--- src/rtl/ob_pkg.sv ---
// ob_pkg: shared order-book match types.
// Table entries, trade results and match/arbitration selectors.
package ob_pkg;

    typedef logic [15:0]        quantity_t;
    typedef logic signed [16:0] quantity_arith_t;
    typedef logic [15:0]        price_t;
    typedef logic [7:0]         uid_t;

    typedef enum logic [1:0] {
        MK_ASK_LM_BID = 2'd0,
        LM_ASK_MK_BID = 2'd1,
        MK_ASK_MK_BID = 2'd2
    } match_kind_t;

    typedef enum logic {
        ARB_FIXED = 1'b0,
        ARB_RR    = 1'b1
    } arb_mode_t;

    typedef struct packed {
        uid_t      uid;
        price_t    price;
        quantity_t quantity;
    } table_t;

    typedef struct packed {
        logic      mk_ask_lm_bid;
        logic      lm_ask_mk_bid;
        logic      mk_ask_mk_bid;
        logic      bid_consumed;
        logic      ask_consumed;
        uid_t      bid_uid;
        uid_t      ask_uid;
        price_t    bid_price;
        price_t    ask_price;
        quantity_t quantity;
        quantity_t remainder;
    } search_result_t;

    function automatic int idx_w(input int n);
        return (n > 1) ? $clog2(n) : 1;
    endfunction

endpackage

--- src/rtl/ob_cntrl_match_if.sv ---
// ob_cntrl_match_if: channel heads in, trade query/result handshake out.
// master drives heads and query/ready; slave is the matcher.
interface ob_cntrl_match_if #(
    parameter int N_CH = 3
);
    import ob_pkg::*;

    localparam int IW = idx_w(N_CH);

    logic [N_CH-1:0]         ch_bid_vld_r;
    table_t [N_CH-1:0]       ch_bid_r;
    logic [N_CH-1:0]         ch_ask_vld_r;
    table_t [N_CH-1:0]       ch_ask_r;
    logic                    trade_qry;
    logic                    trade_busy;
    logic                    trade_vld_r;
    search_result_t          trade_r;
    logic [IW-1:0]           trade_ch_r;
    logic                    trade_rdy;
    logic                    trade_none_r;

    modport master (
        output ch_bid_vld_r, ch_bid_r, ch_ask_vld_r, ch_ask_r,
        output trade_qry, trade_rdy,
        input  trade_busy, trade_vld_r, trade_r, trade_ch_r,
        input  trade_none_r
    );

    modport slave (
        input  ch_bid_vld_r, ch_bid_r, ch_ask_vld_r, ch_ask_r,
        input  trade_qry, trade_rdy,
        output trade_busy, trade_vld_r, trade_r, trade_ch_r,
        output trade_none_r
    );

endinterface

--- src/rtl/ob_match_arb.sv ---
// ob_match_arb: one-hot grant over N requests.
// Fixed priority from index 0, or rotating from a pointer that moves on advance.
module ob_match_arb
    import ob_pkg::*;
#(
    parameter int N  = 3,
    parameter int IW = 2
) (
    input  logic          clk,
    input  logic          rst,
    input  arb_mode_t     mode_i,
    input  logic [N-1:0]  req_i,
    input  logic          adv_i,
    input  logic [IW-1:0] adv_idx_i,
    output logic [N-1:0]  gnt_o
);
    localparam int            IW1  = IW + 1;
    localparam logic [IW:0]   NW   = IW1'(N);
    localparam logic [IW-1:0] LAST = IW'(N - 1);

    logic [IW-1:0] ptr_q;
    logic [IW-1:0] ptr_d;
    logic [IW-1:0] base;
    logic [IW:0]   sum;
    logic [IW-1:0] idx;
    logic          found;

    assign base  = (mode_i == ARB_RR) ? ptr_q : '0;
    assign ptr_d = (adv_idx_i == LAST) ? '0 : adv_idx_i + IW'(1);

    // scan requests starting at base, wrapping, first hit wins
    always_comb begin
        gnt_o = '0;
        found = 1'b0;
        sum   = '0;
        idx   = '0;
        for (int k = 0; k < N; k++) begin
            sum = {1'b0, base} + IW1'(k);
            if (sum >= NW) sum = sum - NW;
            idx = sum[IW-1:0];
            if (!found && req_i[idx]) begin
                gnt_o[idx] = 1'b1;
                found      = 1'b1;
            end
        end
    end

    // move the pointer past the accepted winner
    always_ff @(posedge clk) begin
        if (rst)        ptr_q <= '0;
        else if (adv_i) ptr_q <= ptr_d;
    end

endmodule

--- src/rtl/ob_cntrl_match.sv ---
// ob_cntrl_match: snapshot bid/ask heads, pick one eligible channel,
// emit a registered trade result held until the consumer accepts it.
module ob_cntrl_match
    import ob_pkg::*;
#(
    parameter int          N_CH             = 3,
    parameter match_kind_t CH_KIND [N_CH]   = '{MK_ASK_LM_BID, LM_ASK_MK_BID, MK_ASK_MK_BID},
    parameter arb_mode_t   ARB_MODE         = ARB_FIXED
) (
    input logic             clk,
    input logic             rst,
    ob_cntrl_match_if.slave bus
);
    localparam int IW = idx_w(N_CH);
    localparam int QW = $bits(quantity_t);

    typedef enum logic [1:0] {IDLE, EVAL, DECIDE, HOLD} state_t;

    state_t                   state_q, state_d;
    logic [N_CH-1:0]          bid_vld_q, ask_vld_q;
    table_t [N_CH-1:0]        bid_q, ask_q;
    logic [N_CH-1:0]          elig_d, elig_q;
    quantity_arith_t [N_CH-1:0] dbid_d, dask_d, dbid_q, dask_q;
    logic [N_CH-1:0]          gnt;
    logic [IW-1:0]            win;
    logic                     any;
    logic                     accept;
    logic                     mkmk;
    table_t                   wb, wa;
    quantity_arith_t          wdb, wda;
    search_result_t           res_d, trade_q;
    logic                     trade_vld_q, trade_none_q;
    logic [IW-1:0]            trade_ch_q;

    assign accept = (state_q == HOLD) && bus.trade_rdy;

    // state register
    always_ff @(posedge clk) begin
        if (rst) state_q <= IDLE;
        else     state_q <= state_d;
    end

    // next state
    always_comb begin
        state_d = state_q;
        unique case (state_q)
            IDLE:    if (bus.trade_qry) state_d = EVAL;
            EVAL:    state_d = DECIDE;
            DECIDE:  state_d = any ? HOLD : IDLE;
            HOLD:    if (bus.trade_rdy) state_d = IDLE;
            default: state_d = IDLE;
        endcase
    end

    // capture all channel heads when a query is taken
    always_ff @(posedge clk) begin
        if (rst) begin
            bid_vld_q <= '0;
            ask_vld_q <= '0;
        end else if (state_q == IDLE && bus.trade_qry) begin
            bid_vld_q <= bus.ch_bid_vld_r;
            ask_vld_q <= bus.ch_ask_vld_r;
            bid_q     <= bus.ch_bid_r;
            ask_q     <= bus.ch_ask_r;
        end
    end

    for (genvar c = 0; c < N_CH; c++) begin : g_ch
        quantity_arith_t bq, aq;
        assign bq        = quantity_arith_t'({1'b0, bid_q[c].quantity});
        assign aq        = quantity_arith_t'({1'b0, ask_q[c].quantity});
        assign elig_d[c] = bid_vld_q[c] & ask_vld_q[c]
                         & (|bid_q[c].quantity) & (|ask_q[c].quantity);
        assign dbid_d[c] = bq - aq;
        assign dask_d[c] = aq - bq;
    end

    // register per-channel eligibility and quantity deltas
    always_ff @(posedge clk) begin
        if (state_q == EVAL) begin
            elig_q <= elig_d;
            dbid_q <= dbid_d;
            dask_q <= dask_d;
        end
    end

    ob_match_arb #(
        .N  (N_CH),
        .IW (IW)
    ) u_arb (
        .clk       (clk),
        .rst       (rst),
        .mode_i    (ARB_MODE),
        .req_i     (elig_q),
        .adv_i     (accept),
        .adv_idx_i (trade_ch_q),
        .gnt_o     (gnt)
    );

    // one-hot grant to channel index
    always_comb begin
        win = '0;
        for (int c = 0; c < N_CH; c++) begin
            if (gnt[c]) win = IW'(c);
        end
    end

    assign any  = |gnt;
    assign wb   = bid_q[win];
    assign wa   = ask_q[win];
    assign wdb  = dbid_q[win];
    assign wda  = dask_q[win];
    assign mkmk = (CH_KIND[win] == MK_ASK_MK_BID);

    // build the trade from the winning snapshot
    always_comb begin
        res_d           = '0;
        res_d.bid_uid   = wb.uid;
        res_d.ask_uid   = wa.uid;
        res_d.ask_price = wa.price;
        res_d.bid_price = mkmk ? wa.price : wb.price;
        if (!wdb[QW] && (|wdb)) begin
            res_d.ask_consumed = 1'b1;
            res_d.quantity     = wa.quantity;
            res_d.remainder    = wdb[QW-1:0];
        end else if (!wda[QW] && (|wda)) begin
            res_d.bid_consumed = 1'b1;
            res_d.quantity     = wb.quantity;
            res_d.remainder    = wda[QW-1:0];
        end else begin
            res_d.ask_consumed = 1'b1;
            res_d.bid_consumed = 1'b1;
            res_d.quantity     = wb.quantity;
        end
        case (CH_KIND[win])
            MK_ASK_LM_BID: res_d.mk_ask_lm_bid = 1'b1;
            LM_ASK_MK_BID: res_d.lm_ask_mk_bid = 1'b1;
            default:       res_d.mk_ask_mk_bid = 1'b1;
        endcase
    end

    // register the decision and hold it until accepted
    always_ff @(posedge clk) begin
        if (rst) begin
            trade_vld_q  <= 1'b0;
            trade_none_q <= 1'b0;
            trade_q      <= '0;
            trade_ch_q   <= '0;
        end else begin
            trade_none_q <= 1'b0;
            if (state_q == DECIDE) begin
                if (any) begin
                    trade_vld_q <= 1'b1;
                    trade_q     <= res_d;
                    trade_ch_q  <= win;
                end else begin
                    trade_none_q <= 1'b1;
                end
            end else if (accept) begin
                trade_vld_q <= 1'b0;
            end
        end
    end

    assign bus.trade_busy   = (state_q != IDLE);
    assign bus.trade_vld_r  = trade_vld_q;
    assign bus.trade_r      = trade_q;
    assign bus.trade_ch_r   = trade_ch_q;
    assign bus.trade_none_r = trade_none_q;

endmodule

--- src/flat_wrapper.sv ---
// flat-port wrapper written by rule: the top's interface ports become plain ports
module ob_cntrl_match_flat import ob_pkg::*;
#(
    parameter int          N_CH             = 3,
    parameter match_kind_t CH_KIND [N_CH]   = '{MK_ASK_LM_BID, LM_ASK_MK_BID, MK_ASK_MK_BID},
    parameter arb_mode_t   ARB_MODE         = ARB_FIXED
)
  (clk, rst, bus_ch_bid_vld_r, bus_ch_bid_r, bus_ch_ask_vld_r, bus_ch_ask_r, bus_trade_qry, bus_trade_rdy, bus_trade_busy, bus_trade_vld_r, bus_trade_r, bus_trade_ch_r, bus_trade_none_r);
  ob_cntrl_match_if #(.N_CH(N_CH)) bus_i ();
  input logic clk;
  input logic rst;
  input wire logic [$bits(bus_i.ch_bid_vld_r)-1:0] bus_ch_bid_vld_r;
  input wire logic [$bits(bus_i.ch_bid_r)-1:0] bus_ch_bid_r;
  input wire logic [$bits(bus_i.ch_ask_vld_r)-1:0] bus_ch_ask_vld_r;
  input wire logic [$bits(bus_i.ch_ask_r)-1:0] bus_ch_ask_r;
  input wire logic [$bits(bus_i.trade_qry)-1:0] bus_trade_qry;
  input wire logic [$bits(bus_i.trade_rdy)-1:0] bus_trade_rdy;
  output wire logic [$bits(bus_i.trade_busy)-1:0] bus_trade_busy;
  output wire logic [$bits(bus_i.trade_vld_r)-1:0] bus_trade_vld_r;
  output wire logic [$bits(bus_i.trade_r)-1:0] bus_trade_r;
  output wire logic [$bits(bus_i.trade_ch_r)-1:0] bus_trade_ch_r;
  output wire logic [$bits(bus_i.trade_none_r)-1:0] bus_trade_none_r;
  assign bus_i.ch_bid_vld_r = bus_ch_bid_vld_r;
  assign bus_i.ch_bid_r = bus_ch_bid_r;
  assign bus_i.ch_ask_vld_r = bus_ch_ask_vld_r;
  assign bus_i.ch_ask_r = bus_ch_ask_r;
  assign bus_i.trade_qry = bus_trade_qry;
  assign bus_i.trade_rdy = bus_trade_rdy;
  assign bus_trade_busy = bus_i.trade_busy;
  assign bus_trade_vld_r = bus_i.trade_vld_r;
  assign bus_trade_r = bus_i.trade_r;
  assign bus_trade_ch_r = bus_i.trade_ch_r;
  assign bus_trade_none_r = bus_i.trade_none_r;
  ob_cntrl_match #(.N_CH(N_CH), .CH_KIND(CH_KIND), .ARB_MODE(ARB_MODE)) u_core (.clk(clk), .rst(rst), .bus(bus_i));
endmodule
--- config.mk ---
export PLATFORM = sky130hd
export DESIGN_NAME = ob_cntrl_match_flat
export DESIGN_NICKNAME = d
export VERILOG_FILES = /design/src/rtl/ob_pkg.sv /design/src/rtl/ob_cntrl_match_if.sv /design/src/rtl/ob_match_arb.sv /design/src/rtl/ob_cntrl_match.sv /design/src/flat_wrapper.sv
export SDC_FILE = /design/constraint.sdc
export NUM_CORES = 1
export LEC_CHECK = 0
export CORE_ASPECT_RATIO = 0.6
export CORE_UTILIZATION = 49
export CTS_CLUSTER_DIAMETER = 120
export DETAILED_ROUTE_END_ITERATION = 8
export PLACE_DENSITY_LB_ADDON = 0.1
export SYNTH_ARGS = -nofsm -noshare
export SYNTH_HDL_FRONTEND = slang
export SYNTH_HIERARCHICAL = 1
export SYNTH_SLANG_ARGS = --single-unit
export TNS_END_PERCENT = 1
--- constraint.sdc ---
create_clock -name clk -period 11.18 [get_ports clk]
set_input_delay 1.677 -clock clk [delete_from_list [all_inputs] [get_ports clk]]
set_output_delay 1.677 -clock clk [all_outputs]
set_load 0.02 [all_outputs]
# == Yosys cells after proc, flatten, opt, wreduce, memory -nomap -nowiden ==
# Index checks and enable logic that the tools add are counted.
# op_classes
muxes,35
n_addsub,6
bitwise_logic,12
reduce_logical,29
order_cmp,2
eq_ne,8
# ops
op,n
40-bit binary-select mux with 2-bit select,2
16-bit by 16-bit subtractor with 17-bit output,6
16-bit OR reduction,6
40-bit two-way mux,2
17-bit binary-select mux with 2-bit select,2
17-bit two-way mux,2
17-bit OR reduction,2
16-bit two-way mux,2
32-bit two-way mux,1
1-bit two-way mux,14
2-bit two-way mux,7
1-bit bitwise AND,9
2-bit one-hot mux with 4 select lines,1
2-bit AND reduction,4
"2-bit equality test, second input constant",3
1-bit logical AND,6
2-bit binary-select mux with 2-bit select,1
"2-bit by 1-bit equality test with 1-bit output, second input constant",2
1-bit zero test,4
2-bit zero test,2
"2-bit != test, second input constant",2
2-bit nonzero test,2
2-bit OR reduction,2
"3-bit greater-or-equal comparator, second input constant",1
6 further kinds,7
# totals
inputBits,250
ff_bits,442

# == Depth between registers and ports, before layout ==
# depth
depth_word,16
mapped_depth,18
depth_no_buf,14

# == Hierarchy ==
# Netlist, hierarchy kept.
# modules_own_cells
mod,instances,cells_each,seq_area_each_um2,area_each_um2
ob_cntrl_match,1,1768,11711.2,20648.6
ob_match_arb,1,49,40.0,340.3

# == Worst setup path before layout ==
# No wires, ideal clock.
# synth_path
path_kind,input to register
start,in rst
end,reg u_core/ask_q[0] (netlist bit) (enable)
path_stages,3
arrival_time_ns,11.341
path_slack_ns,-0.975
required_ns,10.366
cell_sequence,clkbuf_1 > clkbuf_1 > nor2_1
# synth_between
elab_chain_len,2
# synth_rtl
element,line_no,source
from (decl),flat_wrapper.sv:11,input logic rst;
1-bit NOT (no line),-,
2-bit AND reduction (no line),-,
to (signal assigned),ob_cntrl_match.sv:64,ask_q <= bus.ch_ask_r;
to (decl),ob_cntrl_match.sv:21,"table_t [N_CH-1:0] bid_q, ask_q;"
# Every way passes these cells.
# A chain may end at the register's enable or synchronous reset.

# == Worst setup path after layout ==
# layout_path
start,reg u_core.elig_q[0]
end,"reg u_core.trade_q, in the netlist u_core/bus.trade_r[14]"
# layout_between
word_cells_on_any_way,25
classes_between,13 x mux; 12 x reduce/logical
# layout_lines
element,line_no,source
from (decl),ob_cntrl_match.sv:22,"logic [N_CH-1:0] elig_d, elig_q;"
from (signal assigned),ob_cntrl_match.sv:81,elig_q <= elig_d;
1-bit two-way mux *,ob_match_arb.sv:41,if (!found && req_i[idx]) begin
1-bit zero test *,ob_match_arb.sv:41,
1-bit logical AND *,ob_match_arb.sv:41,
2-bit two-way mux *,ob_match_arb.sv:41,
3-bit two-way mux *,ob_match_arb.sv:41,
via u_core.gnt[1],ob_cntrl_match.sv:24,logic [N_CH-1:0] gnt;
1-bit two-way mux,ob_cntrl_match.sv:104,if (gnt[c]) win = IW'(c);
2-bit two-way mux,ob_cntrl_match.sv:104,
17-bit binary-select mux with 2-bit select,ob_cntrl_match.sv:112,assign wda = dask_q[win];
17-bit two-way mux (not written as such),ob_cntrl_match.sv:112,
17-bit OR reduction or 1-bit zero test (tied branches),ob_cntrl_match.sv:126,end else if (!wda[QW] && (|wda)) begin
1-bit logical AND,ob_cntrl_match.sv:126,
16-bit two-way mux,ob_cntrl_match.sv:126,
32-bit two-way mux,ob_cntrl_match.sv:122,if (!wdb[QW] && (|wdb)) begin
to (signal assigned),ob_cntrl_match.sv:154,trade_q <= res_d;
to (decl),ob_cntrl_match.sv:31,"search_result_t res_d, trade_q;"
# The timed path passes the listed nets; every way through them passes the cells marked *. The select of a mux whose other input is x is not followed.

==> out/metrics.yaml <==
detailed_routing:
  num_vias: 15200
  drc_errors: 0
  postRouteWirelength_um: 63200
  detail-route-antenna-nets: 0
  drt-vias-per-instance: 5.64
  routedWlPerCell_um: 23.5
  drt_iter0_markers: 1815
  drt_first_pass_iters: 6
placement:
  portBuffers: 323
  hpwl_um: 48300
  gp_congestion: 1.01
pwr:
  peakVddDrop_uv: 120
  power_density_nw_per_um2: 150
  leakage_nw: 9.77
  power_mw: 3.89
synthesis:
  netlist_top_cells_area: "edfxtp_1 (47%), dfxtp_1 (9.3%), ha_1 (6.0%)"
  synth_warnings: 6
  seq_area_frac_synth: 0.560
  ys_types: 53
  netlist_area_sq_um: 21000
  synthFlopType: "edfxtp_1"
  ys_seq_elements: 424
  synthArstFlopShare: 0
  yosysMostFrequentCell: "edfxtp_1"
  syn_area_per_cell_sq_um: 11.6
  yosysTopAreaCell: "edfxtp_1"
  syn_inst: 1817
  synth.top_cell.area_share: 0.466
  synthTopCellsByCount: "edfxtp_1 (326), nand2_1 (170), a21oi_1 (125)"
  synth_edf_count: 326
floorplan:
  die_w_um: 269
  start_util: 0.499
  fp.coreArea_sq_um: 42100
  row_count: 58
  die_y_um: 162
  die-area_sq_um: 43700
  design.portCount: 340
hold_path:
  hold_path.class: "flip-flop to flip-flop"
global_routing:
  gr-total-overflow: 0
  grt_pass1_vias: 14200
  antenna_found_initial: 3
  grt_max_degree: 169
  grt_usage: 0.282
  grt_pass1_wl_um: 90900
clocking:
  clock_sinks: 424
  cts_tree: "done"
  cts_resized: 0
  clock-root-buffer: "clkbuf_16"
  cts.clk_slew.worst_paths_ns: 0.06
  clkLatencyLatePin_ns: 0.56
  htreeDepth: 2
  postCtsSetupRepairBufs: 0
  hold_buffers: 0
  cts_buffers: 41
  clock_path_buffers: 3
timing:
  max_freq_mhz: 218
  setup_viol: 0
  relSlewSlack: 0.147
  finalSetupTns_ns: 0
  rsz0062_at_grt: "false"
  final-hold-violation-count: 0
  worst_hold_slack_ns: 0.454
  worstMarginPinSlew_ns: 1.28
  fin_crit_ns: 4.60
  skew_ns: 0.0334
  post-route-period-util: 0.411
  maxSlewViolCount: 0
finish:
  final_nets: 2445
  syn2layout_area_growth_pct: 23.6
  final_util: 0.616
  drive_gt1_frac: 0.0613
status:
  status: "completed"
setup_path:
  arrival_ns: 5.05
  cp_max_fo: 48
  worstPathRequired_ns: 11.64
  start_kind: "flip-flop"
  worstSetupEndpointType: "flip-flop"
  crit_type: "flip-flop to flip-flop"
flow_run:
  drv_cap: 0
## final timing paths
| path | startpoint | endpoint | slack, ns | cells past startpoint |
|---|---|---|---|---|
| setup reg to reg | u_core/elig_q[0] | u_core/bus.trade_r[14] | 6.58 | 12 |
| setup / recovery | u_core/elig_q[0] | u_core/bus.trade_r[14] | 6.58 | 12 |
| hold / removal | u_core/bus.trade_r[60] | u_core/bus.trade_r[60] | 0.45 | 2 |
| hold reg to reg | u_core/bus.trade_r[60] | u_core/bus.trade_r[60] | 0.45 | 2 |
## flip-flops by register name, summed over array words and instances (netlist names)
register and flops:
u_core/bus.trade_none_r 1, u_core/elig_q 3, u_core/bus.trade_r 84, u_core/state_q 2, u_core/dbid_q 51, u_core/ask_q 120, u_core/bid_vld_q 3, u_core/bus.trade_vld_r 1
u_core/dask_q 48, u_core/ask_vld_q 3, u_core/bid_q 104, u_core/u_arb/ptr_q 2, u_core/bus.trade_ch_r 2
## where the power goes
group	switching [mW]	total (mW)	internal, mW	leakage (nW)
Combinational	0.358	0.626	0.268	5.33
Sequential	0.0680	1.89	1.82	3.82
Clock	0.601	1.38	0.775	0.622
## layout make-up
cell class | instances | area (sq um)
antenna | 1 | 2.50
clock inverter | 23 | 201
clock buffer | 52 | 1110
fill | 3368 | 16100
sequential | 424 | 11800
tap | 570 | 713
multi-input combinational | 1164 | 8380
inverter | 123 | 462
timing repair buffer | 335 | 3330
## placed cells by master, fill, tap and decap left out, types with 5 or more instances in the layout
| master | n |
|---|---|
| xnor2_1 | 54 |
| or3_1 | 14 |
| nand2b_1 | 32 |
| a221o_1 | 10 |
| nand3b_1 | 6 |
| nor4_1 | 31 |
| a21o_1 | 93 |
| nand4_1 | 15 |
| clkinv_1 | 10 |
| clkdlybuf4s50_1 | 322 |
| o21a_1 | 10 |
| and2_1 | 13 |
| mux2_2 | 43 |
| clkbuf_1 | 9 |
| inv_1 | 123 |
| nor2_1 | 57 |
| nor2b_1 | 16 |
| o21bai_1 | 6 |
| dfxtp_1 | 98 |
| ha_1 | 100 |
| a21oi_1 | 125 |
| clkinvlp_4 | 5 |
| xor2_1 | 30 |
| mux2i_1 | 99 |
| a31oi_1 | 5 |
| nand2_1 | 169 |
| clkbuf_16 | 43 |
| fa_1 | 6 |
| o211ai_1 | 37 |
| a221oi_1 | 16 |
| edfxtp_1 | 326 |
| buf_4 | 12 |
| a211oi_1 | 31 |
| a211oi_2 | 7 |
| o21ai_0 | 92 |
| and3_1 | 10 |
## kinds of logic after synthesis
logic type / count (synthesis) / share of synthesized area
AOI/OAI and AO/OA: 447 / 0.138
adders and majority gates: 106 / 0.0653
DFF: 424 / 0.560
buffers and inverters: 230 / 0.0437
and+or+nand+nor: 383 / 0.0880
other: 1 / 0.000179
muxes: 142 / 0.0703
xor gates and xnor gates: 84 / 0.0351
## metrics by stage
stage / std cells / worst slack, ns / cell area [sq um]
floorplan: 1818 / 2.84 / 21000
global placement: 2616 / 6.67 / 24600
detailed placement: 2616 / 6.61 / 24600
CTS: 2691 / 6.65 / 25900
global route: 2692 / 6.30 / 25900
finish: 2692 / 6.58 / 25900
## critical path: stages (launching register included)
cell and delay [ns]:
edfxtp_1 0.45, o21ai_0 0.25, nand2_1 0.13, o221ai_4 0.29, buf_4 0.77, mux2i_1 0.54
o21ai_0 0.30, nor4_1 0.37, nand4_1 0.11, and2_1 0.31, buf_4 0.32, or3_1 0.43
a211oi_2 0.17
## metal layers
metal	GRT usage	routed length [um]
met2	0.365	24400
met1	0.446	30400
met5	0.0110	59
met4	0.0421	737
met3	0.100	7620
(Power assumes the default switching activity.)
